**src/rtl/ts_slot_arbiter.sv**
```systemverilog
`default_nettype none
// +----------------------------------------------------------------------------+
// | Module  : ts_slot_arbiter                                                  |
// | Purpose : Assigns 188-byte TS output slots to the PSI table inserter or    |
// |           the T2-MI source, polices sync/length and pads stalled slots.    |
// |           Define TS_NULL_FILL_EN to fill empty slots with null packets.    |
// | Revision: 1.0  initial release                                             |
// +----------------------------------------------------------------------------+
module ts_slot_arbiter #(
  parameter int T2MI_MAX_WAIT = 4,
  parameter int BYTE_TIMEOUT  = 255
) (
  input  logic       CLK,
  input  logic       RST,
  input  logic       SLOT_TICK,
  input  logic       TABLE_READY,
  output logic       TABLE_START,
  input  logic [7:0] TABLE_DATA,
  input  logic       TABLE_ENA,
  input  logic       TABLE_PSYNC,
  input  logic       T2MI_READY,
  output logic       T2MI_START,
  input  logic [7:0] T2MI_DATA,
  input  logic       T2MI_ENA,
  input  logic       T2MI_PSYNC,
  output logic [7:0] DATA_OUT,
  output logic       ENA_OUT,
  output logic       PSYNC,
  output logic       ERR_SYNC,
  output logic       ERR_TIMEOUT,
  output logic       ERR_OVERRUN,
  output logic [2:0] state_mon
);

  localparam int c_starv_w = (T2MI_MAX_WAIT < 1) ? 1 : $clog2(T2MI_MAX_WAIT + 1);
  localparam int c_tmo_w   = (BYTE_TIMEOUT < 2) ? 1 : $clog2(BYTE_TIMEOUT + 1);
  localparam logic [c_starv_w-1:0] c_max_wait = c_starv_w'(T2MI_MAX_WAIT);
  localparam logic [c_tmo_w-1:0]   c_tmo_last = c_tmo_w'((BYTE_TIMEOUT < 1) ? 0 : BYTE_TIMEOUT - 1);
  localparam logic [7:0]           c_last_byte = 8'd187;

  typedef enum logic [2:0] {
    ST_IDLE  = 3'd0,
    ST_GRANT = 3'd1,
    ST_PASS  = 3'd2,
    ST_NULL  = 3'd3,
    ST_PAD   = 3'd4
  } state_t;

  state_t                r_state;
  logic                  r_sel_t2mi;
  logic [7:0]            r_byte_cnt;
  logic [c_starv_w-1:0]  r_starv;
  logic [c_tmo_w-1:0]    r_tmo;
  logic                  r_pad_first;

  logic       w_src_ena;
  logic [7:0] w_src_data;
  logic       w_src_psync;
  logic       w_first;
  logic       w_last;

  assign w_src_ena   = r_sel_t2mi ? T2MI_ENA   : TABLE_ENA;
  assign w_src_data  = r_sel_t2mi ? T2MI_DATA  : TABLE_DATA;
  assign w_src_psync = r_sel_t2mi ? T2MI_PSYNC : TABLE_PSYNC;
  assign w_first     = (r_byte_cnt == 8'd0);
  assign w_last      = (r_byte_cnt == c_last_byte);
  assign state_mon   = r_state;

`ifdef TS_NULL_FILL_EN
  // Null packet: PID 0x1FFF, payload-only, continuity counter 0, all-0xFF body.
  function automatic logic [7:0] null_byte(input logic [7:0] idx);
    case (idx)
      8'd0:    return 8'h47;
      8'd1:    return 8'h1F;
      8'd2:    return 8'hFF;
      8'd3:    return 8'h10;
      default: return 8'hFF;
    endcase
  endfunction
`endif

  always_ff @(posedge CLK) begin
    if (RST) begin
      r_state     <= ST_IDLE;
      r_sel_t2mi  <= 1'b0;
      r_byte_cnt  <= 8'd0;
      r_starv     <= '0;
      r_tmo       <= '0;
      r_pad_first <= 1'b0;
      TABLE_START <= 1'b0;
      T2MI_START  <= 1'b0;
      DATA_OUT    <= 8'h00;
      ENA_OUT     <= 1'b0;
      PSYNC       <= 1'b0;
      ERR_SYNC    <= 1'b0;
      ERR_TIMEOUT <= 1'b0;
      ERR_OVERRUN <= 1'b0;
    end else begin
      TABLE_START <= 1'b0;
      T2MI_START  <= 1'b0;
      DATA_OUT    <= 8'h00;
      ENA_OUT     <= 1'b0;
      PSYNC       <= 1'b0;
      ERR_SYNC    <= 1'b0;
      ERR_TIMEOUT <= 1'b0;
      ERR_OVERRUN <= SLOT_TICK && (r_state != ST_IDLE);

      case (r_state)
        ST_IDLE: begin
          if (SLOT_TICK) begin
            r_byte_cnt <= 8'd0;
            if (T2MI_READY && (r_starv >= c_max_wait)) begin
              r_sel_t2mi <= 1'b1;
              r_starv    <= '0;
              r_state    <= ST_GRANT;
            end else if (TABLE_READY) begin
              r_sel_t2mi <= 1'b0;
              if (T2MI_READY && (r_starv < c_max_wait))
                r_starv <= r_starv + 1'b1;
              r_state    <= ST_GRANT;
            end else if (T2MI_READY) begin
              r_sel_t2mi <= 1'b1;
              r_starv    <= '0;
              r_state    <= ST_GRANT;
            end else begin
`ifdef TS_NULL_FILL_EN
              r_state <= ST_NULL;
`else
              r_state <= ST_IDLE;
`endif
            end
          end
        end

        ST_GRANT: begin
          TABLE_START <= !r_sel_t2mi;
          T2MI_START  <= r_sel_t2mi;
          r_byte_cnt  <= 8'd0;
          r_tmo       <= '0;
          r_state     <= ST_PASS;
        end

        ST_PASS: begin
          if (w_src_ena) begin
            ENA_OUT    <= 1'b1;
            DATA_OUT   <= w_src_data;
            PSYNC      <= w_first;
            ERR_SYNC   <= w_first && (!w_src_psync || (w_src_data != 8'h47));
            r_tmo      <= '0;
            r_byte_cnt <= r_byte_cnt + 8'd1;
            if (w_last)
              r_state <= ST_IDLE;
          end else if (r_tmo == c_tmo_last) begin
            // The timeout error is reported alongside the first padding byte.
            r_tmo       <= '0;
            r_pad_first <= 1'b1;
            r_state     <= ST_PAD;
          end else begin
            r_tmo <= r_tmo + 1'b1;
          end
        end

        ST_PAD: begin
          ENA_OUT     <= 1'b1;
          DATA_OUT    <= w_first ? 8'h47 : 8'hFF;
          PSYNC       <= w_first;
          ERR_TIMEOUT <= r_pad_first;
          r_pad_first <= 1'b0;
          r_byte_cnt  <= r_byte_cnt + 8'd1;
          if (w_last)
            r_state <= ST_IDLE;
        end

`ifdef TS_NULL_FILL_EN
        ST_NULL: begin
          ENA_OUT    <= 1'b1;
          DATA_OUT   <= null_byte(r_byte_cnt);
          PSYNC      <= w_first;
          r_byte_cnt <= r_byte_cnt + 8'd1;
          if (w_last)
            r_state <= ST_IDLE;
        end
`endif

        default: r_state <= ST_IDLE;
      endcase
    end
  end

endmodule
`default_nettype wire

```
**config.mk**
```make
export PLATFORM = sky130hd
export DESIGN_NAME = ts_slot_arbiter
export DESIGN_NICKNAME = d
export VERILOG_FILES = /design/src/rtl/ts_slot_arbiter.sv
export SDC_FILE = /design/constraint.sdc
export NUM_CORES = 1
export LEC_CHECK = 0
export ABC_CLOCK_PERIOD_IN_PS = 2200
export BUFFER_PORTS_ARGS = -buffer_cell sky130_fd_sc_hd__buf_2
export CORE_ASPECT_RATIO = 0.75
export CORE_MARGIN = 2
export CORE_UTILIZATION = 53
export CTS_CLUSTER_SIZE = 10
export DETAILED_ROUTE_END_ITERATION = 8
export GPL_ROUTABILITY_DRIVEN = 0
export PLACE_DENSITY = 0.8
export SETUP_SLACK_MARGIN = 0.15
export SYNTH_ARGS = -nofsm -noshare
export SYNTH_HDL_FRONTEND = slang
export SYNTH_SLANG_ARGS = --single-unit
export TNS_END_PERCENT = 1
```
**constraint.sdc**
```tcl
create_clock -name CLK -period 2.2 [get_ports CLK]
set_input_delay 0.11 -clock CLK [delete_from_list [all_inputs] [get_ports CLK]]
set_output_delay 0.11 -clock CLK [all_outputs]
set_load 0.01 [all_outputs]
```
==> metrics, run 1 <==
Cells after Synth=220; worst-margin pin slew=approximately 0.47 ns; port bufs=42; fraction of layout cells with a size suffix above 1=0.254; Slew Viols, Final=0; Vias/cell=between 5 and 6; RR Endpoint=r_byte_cnt[5]$_SDFFE_PP0P_; final instance area=2240 µm²; Final ANT Viol Nets=0; FF-to-FF setup slack=between 0.3 and 0.4 ns; peak supply drop=0.511 mV; RSZ-0062 raised after global routing=false; Crit Path Category=flip-flop to flip-flop; Hold Violations, Final=0; final setup skew=around 0.0083 ns; initial antenna violation count=0; Avg Inst Size Synth=roughly 9 µm²; cell area after synthesis=1930 µm²; DR DRC count=0; Avg WL per Cell=13.3 µm; via count=about 1.7k; min-delay src=T2MI_DATA[2]; Syn Nets=250; synth unique cells=between 40 and 50; largest net degree at the start of global routing=27; Max-Cap Viols=0; P&R area growth vs syn=16.1%; async set-reset flop share out of synthesis=0; drt total wl=between 4 and 5 mm; Synth Flop Type=dfxtp_1; DRT iter0 DRCs=~150; WHS Endpoint=DATA_OUT[2]$_SDFF_PP0_; arrival time worst endpoint=2.06 ns; final setup fails=0; setup_tns=0 ns; PD cells=about 660 nW/µm²; post-cts resize count=0; Die W=about 74 µm; clock root buffer=clkbuf_8; Post-DP HPWL=3.02 mm; Final Cycle Share=0.839; FF-to-FF path depth=4; GR Overflow Total=0; # IOs=43; die extent in y=56.3 µm; drt pass-1 iters=4; outcome=finished clean; Reg clk slew, reported paths=~0.08 ns; diode count=0; postcts setup bufs=0; r2r startpoint=state_mon[2]$_SDFFE_PP0P_; hold path depth=3; Worst Hold Class=primary input to flip-flop; fin crit period=between 1.5 and 2 ns; post-synthesis sequential area ratio=0.405; CTS tree=done; vias in the first global route=1,578; YS warnings=0; Initial Util=0.571; Post-DP Area=~2200 µm²; EDFF count, synth=0; die area=4140 µm²; CTS Buf Count=5; Leak=just under 0.9 nW; CTS max path bufs=2; final-stage net count=about 300; first-pass GRT wire length=approximately 7 mm; WP data required=between 2 and 2.5 ns; CTS Hold Bufs=0; Fmax=542 MHz; CP max FO=16; max_slew headroom=0.683; flops & latches, synth=39; clock sink total=39; FP Rows=18; nature of the critical path endpoint=flip-flop; startpoint types=flip-flop; gr usage total=0.217; area of the core=between 3000 and 4000 µm²; H-tree depth=2; clk_lat worst skew=between 0.2 and 0.3 ns
==> metal layers <==
| metal | vias up | global-route usage | share of wire |
|---|---|---|---|
| li1 | 899 | - | - |
| met1 | 778 | 0.307 | 0.49 |
| met2 | 60 | 0.323 | 0.42 |
| met3 | 2 | 0.0592 | 0.085 |
| met4 | 0 | 0.0623 | 0.0040 |
| met5 | - | 0 | 0 |
==> state kept, by name, summed over array words and instances, names as in the netlist <==
signal / cells
r_pad_first: 1
r_starv: 3
TABLE_START: 1
ENA_OUT: 1
ERR_SYNC: 1
ERR_TIMEOUT: 1
r_sel_t2mi: 1
DATA_OUT: 8
r_tmo: 8
T2MI_START: 1
ERR_OVERRUN: 1
PSYNC: 1
state_mon: 3
r_byte_cnt: 8
==> layout by cell type, fill, tap and decap left out, types with 6 or more instances in the layout <==
cell and n:
nor3_1 7, nand2_1 21, or3_1 10, o21ai_0 14, nand3_1 13, nor2_1 6, dfxtp_1 38, buf_2 42
a21oi_1 23, inv_1 8
==> synthesized netlist by cell type (5+ instances only) <==
cell / n / share of area
or3_1: 10 / 0.032
o21ai_0: 14 / 0.036
a21oi_1: 23 / 0.060
ha_1: 5 / 0.032
dfxtp_1: 39 / 0.40
nand3_1: 13 / 0.034
nand2b_1: 5 / 0.016
inv_1: 8 / 0.016
nor4_1: 5 / 0.016
nand2_1: 21 / 0.041
nor2_1: 6 / 0.012
nor3_1: 7 / 0.018
==> worst max-delay path by stage <==
stage / start / endpoint / slack, ns / cells past startpoint
3_3_place_gp: state_mon[2]$_SDFFE_PP0P_ / r_byte_cnt[7]$_SDFFE_PP0P_ / 0.44 / 4
2_1_floorplan: state_mon[0]$_SDFFE_PP0P_ / r_byte_cnt[7]$_SDFFE_PP0P_ / 0.52 / 5
3_5_place_dp: state_mon[1]$_SDFFE_PP0P_ / r_tmo[7]$_SDFFE_PP0P_ / 0.36 / 5
5_1_grt: r_tmo[2]$_SDFFE_PP0P_ / state_mon[2]$_SDFFE_PP0P_ / 0.17 / 4
4_1_cts: state_mon[1]$_SDFFE_PP0P_ / r_tmo[7]$_SDFFE_PP0P_ / 0.35 / 5
6_report: state_mon[2]$_SDFFE_PP0P_ / r_byte_cnt[5]$_SDFFE_PP0P_ / 0.35 / 4
==> through the flow <==
stage	cells	utilization	power [W]	hold slack [ns]	setup WS (ns)
5_1_grt	304	0.663	0.00156	0.137	0.167
3_3_place_gp	296	0.638	0.00103	0.428	0.443
6_report	304	0.663	0.00148	0.139	0.355
3_5_place_dp	296	0.638	0.00104	0.434	0.359
4_1_cts	304	0.663	0.00150	0.129	0.347
2_1_floorplan	220	-	0.000963	0.277	0.522
==> where the power goes <==
group | total, W | leakage [nW] | internal, W | switching [W]
Sequential | 0.000768 | 0.315 | 0.000731 | 0.0000368
Clock | 0.000453 | 0.0412 | 0.000221 | 0.000232
Combinational | 0.000258 | 0.516 | 0.000109 | 0.000150
Total | 0.00148 | 0.873 | 0.00106 | 0.000418
==> final cells by class <==
type,instances,area (µm²)
repair buffers,47,248
clock buffers,6,72.6
clock inverters,2,12.5
inverters,8,30.0
multi-input cells,162,1050
flip-flops and latches,39,782
well taps,40,50.0
fillers,296,1140
==> kinds of logic (layout without fill, tap and decap cells) <==
logic type,after synthesis,after routing,share of synthesized area
and+or+nand+nor,95,95,0.282
AOI/OAI and AO/OA,49,49,0.157
DFF,39,39,0.405
buffers and inverters,19,63,0.0532
muxes,9,9,0.0512
adders and majority gates,6,6,0.0383
xor gates and xnor gates,3,3,0.0136
==> worst max-delay path, cell delays in order (launching register included) <==
cell and delay [ns]:
dfxtp_1 0.62, nor3b_1 0.16, a211o_1 0.46, or3_1 0.38, a21oi_1 0.14
(Power assumes the default switching activity.)
==> run 2, diff against run 1 <==
Settings changed: ABC_AREA set to 1, ABC_CLOCK_PERIOD_IN_PS 2200 to 1800, CORE_UTILIZATION 53 to 54, PLACE_DENSITY 0.8 to 0.81.
Clock period 2.2 ns to 1.8 ns, I/O delays scaled along.
==> run 2 against run 1 <==
Cell area up 7.1%. Hold slack worse by 0.066 ns. Die area up 2.4%. Utilization up 0.079 points. Via count up 10%. Cell count up 29%. Global-route usage down 0.48 points. First-iteration DRC count down 21%. Combinational power up 5%. Register-to-register slack worse by 0.03 ns. Flip-flop and latch count unchanged. Largest cell class unchanged.
==> metrics, run 2 <==
YS warnings=0 (unchanged); largest registers=DATA_OUT (8), r_byte_cnt (8), r_tmo (8) (unchanged); peak supply drop=0.557 mV (was 0.511 mV); top-count cell post-synth=nand2_1 (was dfxtp_1); port bufs=42 (unchanged); final setup skew=0.00878 ns (was 0.00833 ns); final instance area=2400 µm² (was 2240 µm²); P&R area growth vs syn=19.0% (was 16.1%); outcome=finished clean (unchanged); Reg clk slew, reported paths=0.08 ns (about the same); Die W=74.6 µm (was 73.7 µm); first-pass GRT wire length=6.91 mm (was 7.10 mm); leading cell type in the layout, fill and taps excluded=nand2_1 (was buf_2); Post-Synth XOR/XNOR Area=0.0261 (was 0.0136); Final Cycle Share=0.818 (was 0.839); Cells after Synth=292 (was 220); clock share of power=0.382 (was 0.306); startpoint types=flip-flop (unchanged); drt pass-1 iters=4 (unchanged); H-tree depth=2 (unchanged); final setup fails=0 (unchanged); EDFF count, synth=0 (unchanged); Net Sw Frac=0.268 (was 0.283); fin crit period=1.47 ns (was 1.85 ns); dominant cells by area after synthesis=dfxtp_1 (39%), nand2_1 (16%), inv_1 (6.7%), nor2_1 (5.8%), nand3_1 (4.0%) (was dfxtp_1 (40%), a21oi_1 (6.0%), nand2_1 (4.1%), o21ai_0 (3.6%), nand3_1 (3.4%)); via count=1,921 (was 1,739); post-cts resize count=0 (unchanged); clk_lat worst skew=0.30 ns (was 0.28 ns); Max-Cap Viols=0 (unchanged); largest net degree at the start of global routing=16 (was 27); flops & latches, synth=39 (unchanged); worst-margin pin slew=0.501 ns (was 0.474 ns); Synth top area share=0.387 (was 0.405); arrival time worst endpoint=1.70 ns (was 2.06 ns); CTS tree=done (unchanged); Hold Violations, Final=0 (unchanged); max_slew headroom=0.665 (was 0.683); Synth Area in Adders=0.0310 (was 0.0383); Initial Util=0.558 (was 0.571); Fmax=679 MHz (was 542 MHz); Synth Flop Type=dfxtp_1 (unchanged); min-delay src=SLOT_TICK (was T2MI_DATA[2]); area of the core=3610 µm² (was 3380 µm²); GR Overflow Total=0 (unchanged); die area=4240 µm² (was 4140 µm²); Post-synth top cells=nand2_1 (84), dfxtp_1 (39), inv_1 (36) (was dfxtp_1 (39), a21oi_1 (23), nand2_1 (21)); Syn Nets=322 (was 250); Post-DP Area=2290 µm² (was 2150 µm²); drt total wl=4.38 mm (was 4.05 mm); Crit Path Category=flip-flop to flip-flop (unchanged); clock sink total=39 (unchanged); postcts setup bufs=0 (unchanged); initial antenna violation count=0 (unchanged); FF-to-FF path depth=6 (was 4); die extent in y=56.9 µm (was 56.3 µm); FF-to-FF setup slack=0.33 ns (was 0.35 ns); clock root buffer=clkbuf_8 (unchanged); final-stage net count=369 (was 293); post-synthesis mux area share=0.00993 (was 0.0512); DRT iter0 DRCs=116 (was 146); gr usage total=0.212 (was 0.217); r2r startpoint=r_sel_t2mi$_SDFFE_PP0P_ (was state_mon[2]$_SDFFE_PP0P_); WP data required=2.03 ns (was 2.42 ns); cell area after synthesis=2020 µm² (was 1930 µm²); DR DRC count=0 (unchanged); RSZ-0062 raised after global routing=false (unchanged); Psw=0.000512 W (was 0.000418 W); Yosys top cell by area=dfxtp_1 (unchanged); CTS Hold Bufs=0 (unchanged); setup_tns=0 ns (unchanged); RR Endpoint=DATA_OUT[6]$_SDFF_PP0_ (was r_byte_cnt[5]$_SDFFE_PP0P_); simple-gate share of the synthesized area=0.370 (was 0.282); async set-reset flop share out of synthesis=0 (unchanged); power share of the combinational group=0.142 (was 0.175); post-synthesis sequential area ratio=0.387 (was 0.405); Avg Inst Size Synth=6.91 µm² (was 8.77 µm²); FP Rows=19 (was 18); CTS Buf Count=5 (unchanged); synth unique cells=30 (was 45); Synth Area in Compound Gates=0.0918 (was 0.157); Avg WL per Cell=11.2 µm (was 13.3 µm); most frequent cells in the layout=nand2_1 (84), buf_2 (42), dfxtp_1 (39) (was buf_2 (42), dfxtp_1 (38), a21oi_1 (23)); Vias/cell=4.90 (was 5.72); fraction of layout cells with a size suffix above 1=0.224 (was 0.254); WHS Endpoint=ERR_OVERRUN$_SDFF_PP0_ (was DATA_OUT[2]$_SDFF_PP0_); Worst Hold Class=primary input to flip-flop (unchanged); nature of the critical path endpoint=flip-flop (unchanged); diode count=0 (unchanged); hold path depth=3 (unchanged); vias in the first global route=1,577 (was 1,578); Seq pwr share=0.475 (was 0.519); largest family of logic cells by synthesized area=simple AND/OR/NAND/NOR gates (unchanged); Slew Viols, Final=0 (unchanged); CP max FO=9 (was 16); Final ANT Viol Nets=0 (unchanged); PD cells=795 nW/µm² (was 660 nW/µm²); # IOs=43 (unchanged); Post-DP HPWL=3.33 mm (was 3.02 mm); Leak=1.16 nW (was 0.873 nW); Int Pwr=0.00140 W (was 0.00106 W); CTS max path bufs=2 (unchanged)
-- run 2: area by class of cell --
cell class	count	area, µm²
Multi-Input combinational cell	208	1070
Tap cell	52	65.1
Timing Repair Buffer	43	218
Inverter	42	158
Sequential cell	39	781
Clock buffer	5	68.8
Clock inverter	3	43.8
Fill cell	329	1210
-- run 2: worst max-delay path by stage --
stage               slack, ns                         end                       from
CTS                      0.32      DATA_OUT[6]$_SDFF_PP0_    r_sel_t2mi$_SDFFE_PP0P_
global placement         0.33      DATA_OUT[0]$_SDFF_PP0_    r_sel_t2mi$_SDFFE_PP0P_
finish                   0.33      DATA_OUT[6]$_SDFF_PP0_    r_sel_t2mi$_SDFFE_PP0P_
floorplan                0.54  r_byte_cnt[0]$_SDFFE_PP0P_  state_mon[1]$_SDFFE_PP0P_
detailed placement       0.34      DATA_OUT[6]$_SDFF_PP0_    r_sel_t2mi$_SDFFE_PP0P_
global route             0.20      DATA_OUT[0]$_SDFF_PP0_    r_sel_t2mi$_SDFFE_PP0P_
-- run 2: power groups by stage --
| stage | logic (W) | clock network, W | registers [W] |
|---|---|---|---|
| after floorplan | 0.000186 | 0 | 0.000929 |
| after global placement | 0.000267 | 0 | 0.000925 |
| after detailed placement | 0.000270 | 0 | 0.000927 |
| after CTS | 0.000272 | 0.000740 | 0.000907 |
| after global routing | 0.000310 | 0.000773 | 0.000910 |
| final | 0.000272 | 0.000730 | 0.000907 |
-- run 2: metrics by stage --
stage	hold WS (ns)	std cells	utilization	power, W	worst slack (ns)
detailed placement	0.384	384	0.633	0.00120	0.342
finish	0.0726	392	0.664	0.00191	0.328
global route	0.0934	392	0.664	0.00199	0.199
floorplan	0.159	292	-	0.00111	0.544
global placement	0.394	384	0.633	0.00119	0.326
CTS	0.0728	392	0.664	0.00192	0.324
-- run 2: metal layers --
metal,part of all wire,track usage
met3,0.083,0.0700
met4,0.0075,0.0459
met1,0.51,0.317
met2,0.40,0.297
met5,0,0
-- run 2: critical path, cell delays in order (launching register included) --
cell     delay (ns)
dfxtp_1        0.50
inv_2          0.15
nand2_2        0.09
nand2_2        0.10
o21ai_2        0.18
nand2_1        0.18
a31oi_1        0.21
-- run 2: kinds of logic (layout without fill, tap and decap cells) --
family	count (synthesis)	after routing
xor gates and xnor gates	6	6
muxes	2	2
adders and majority gates	5	5
and+or+nand+nor	163	163
AOI/OAI and AO/OA	32	32
DFF	39	39
buffers and inverters	45	93
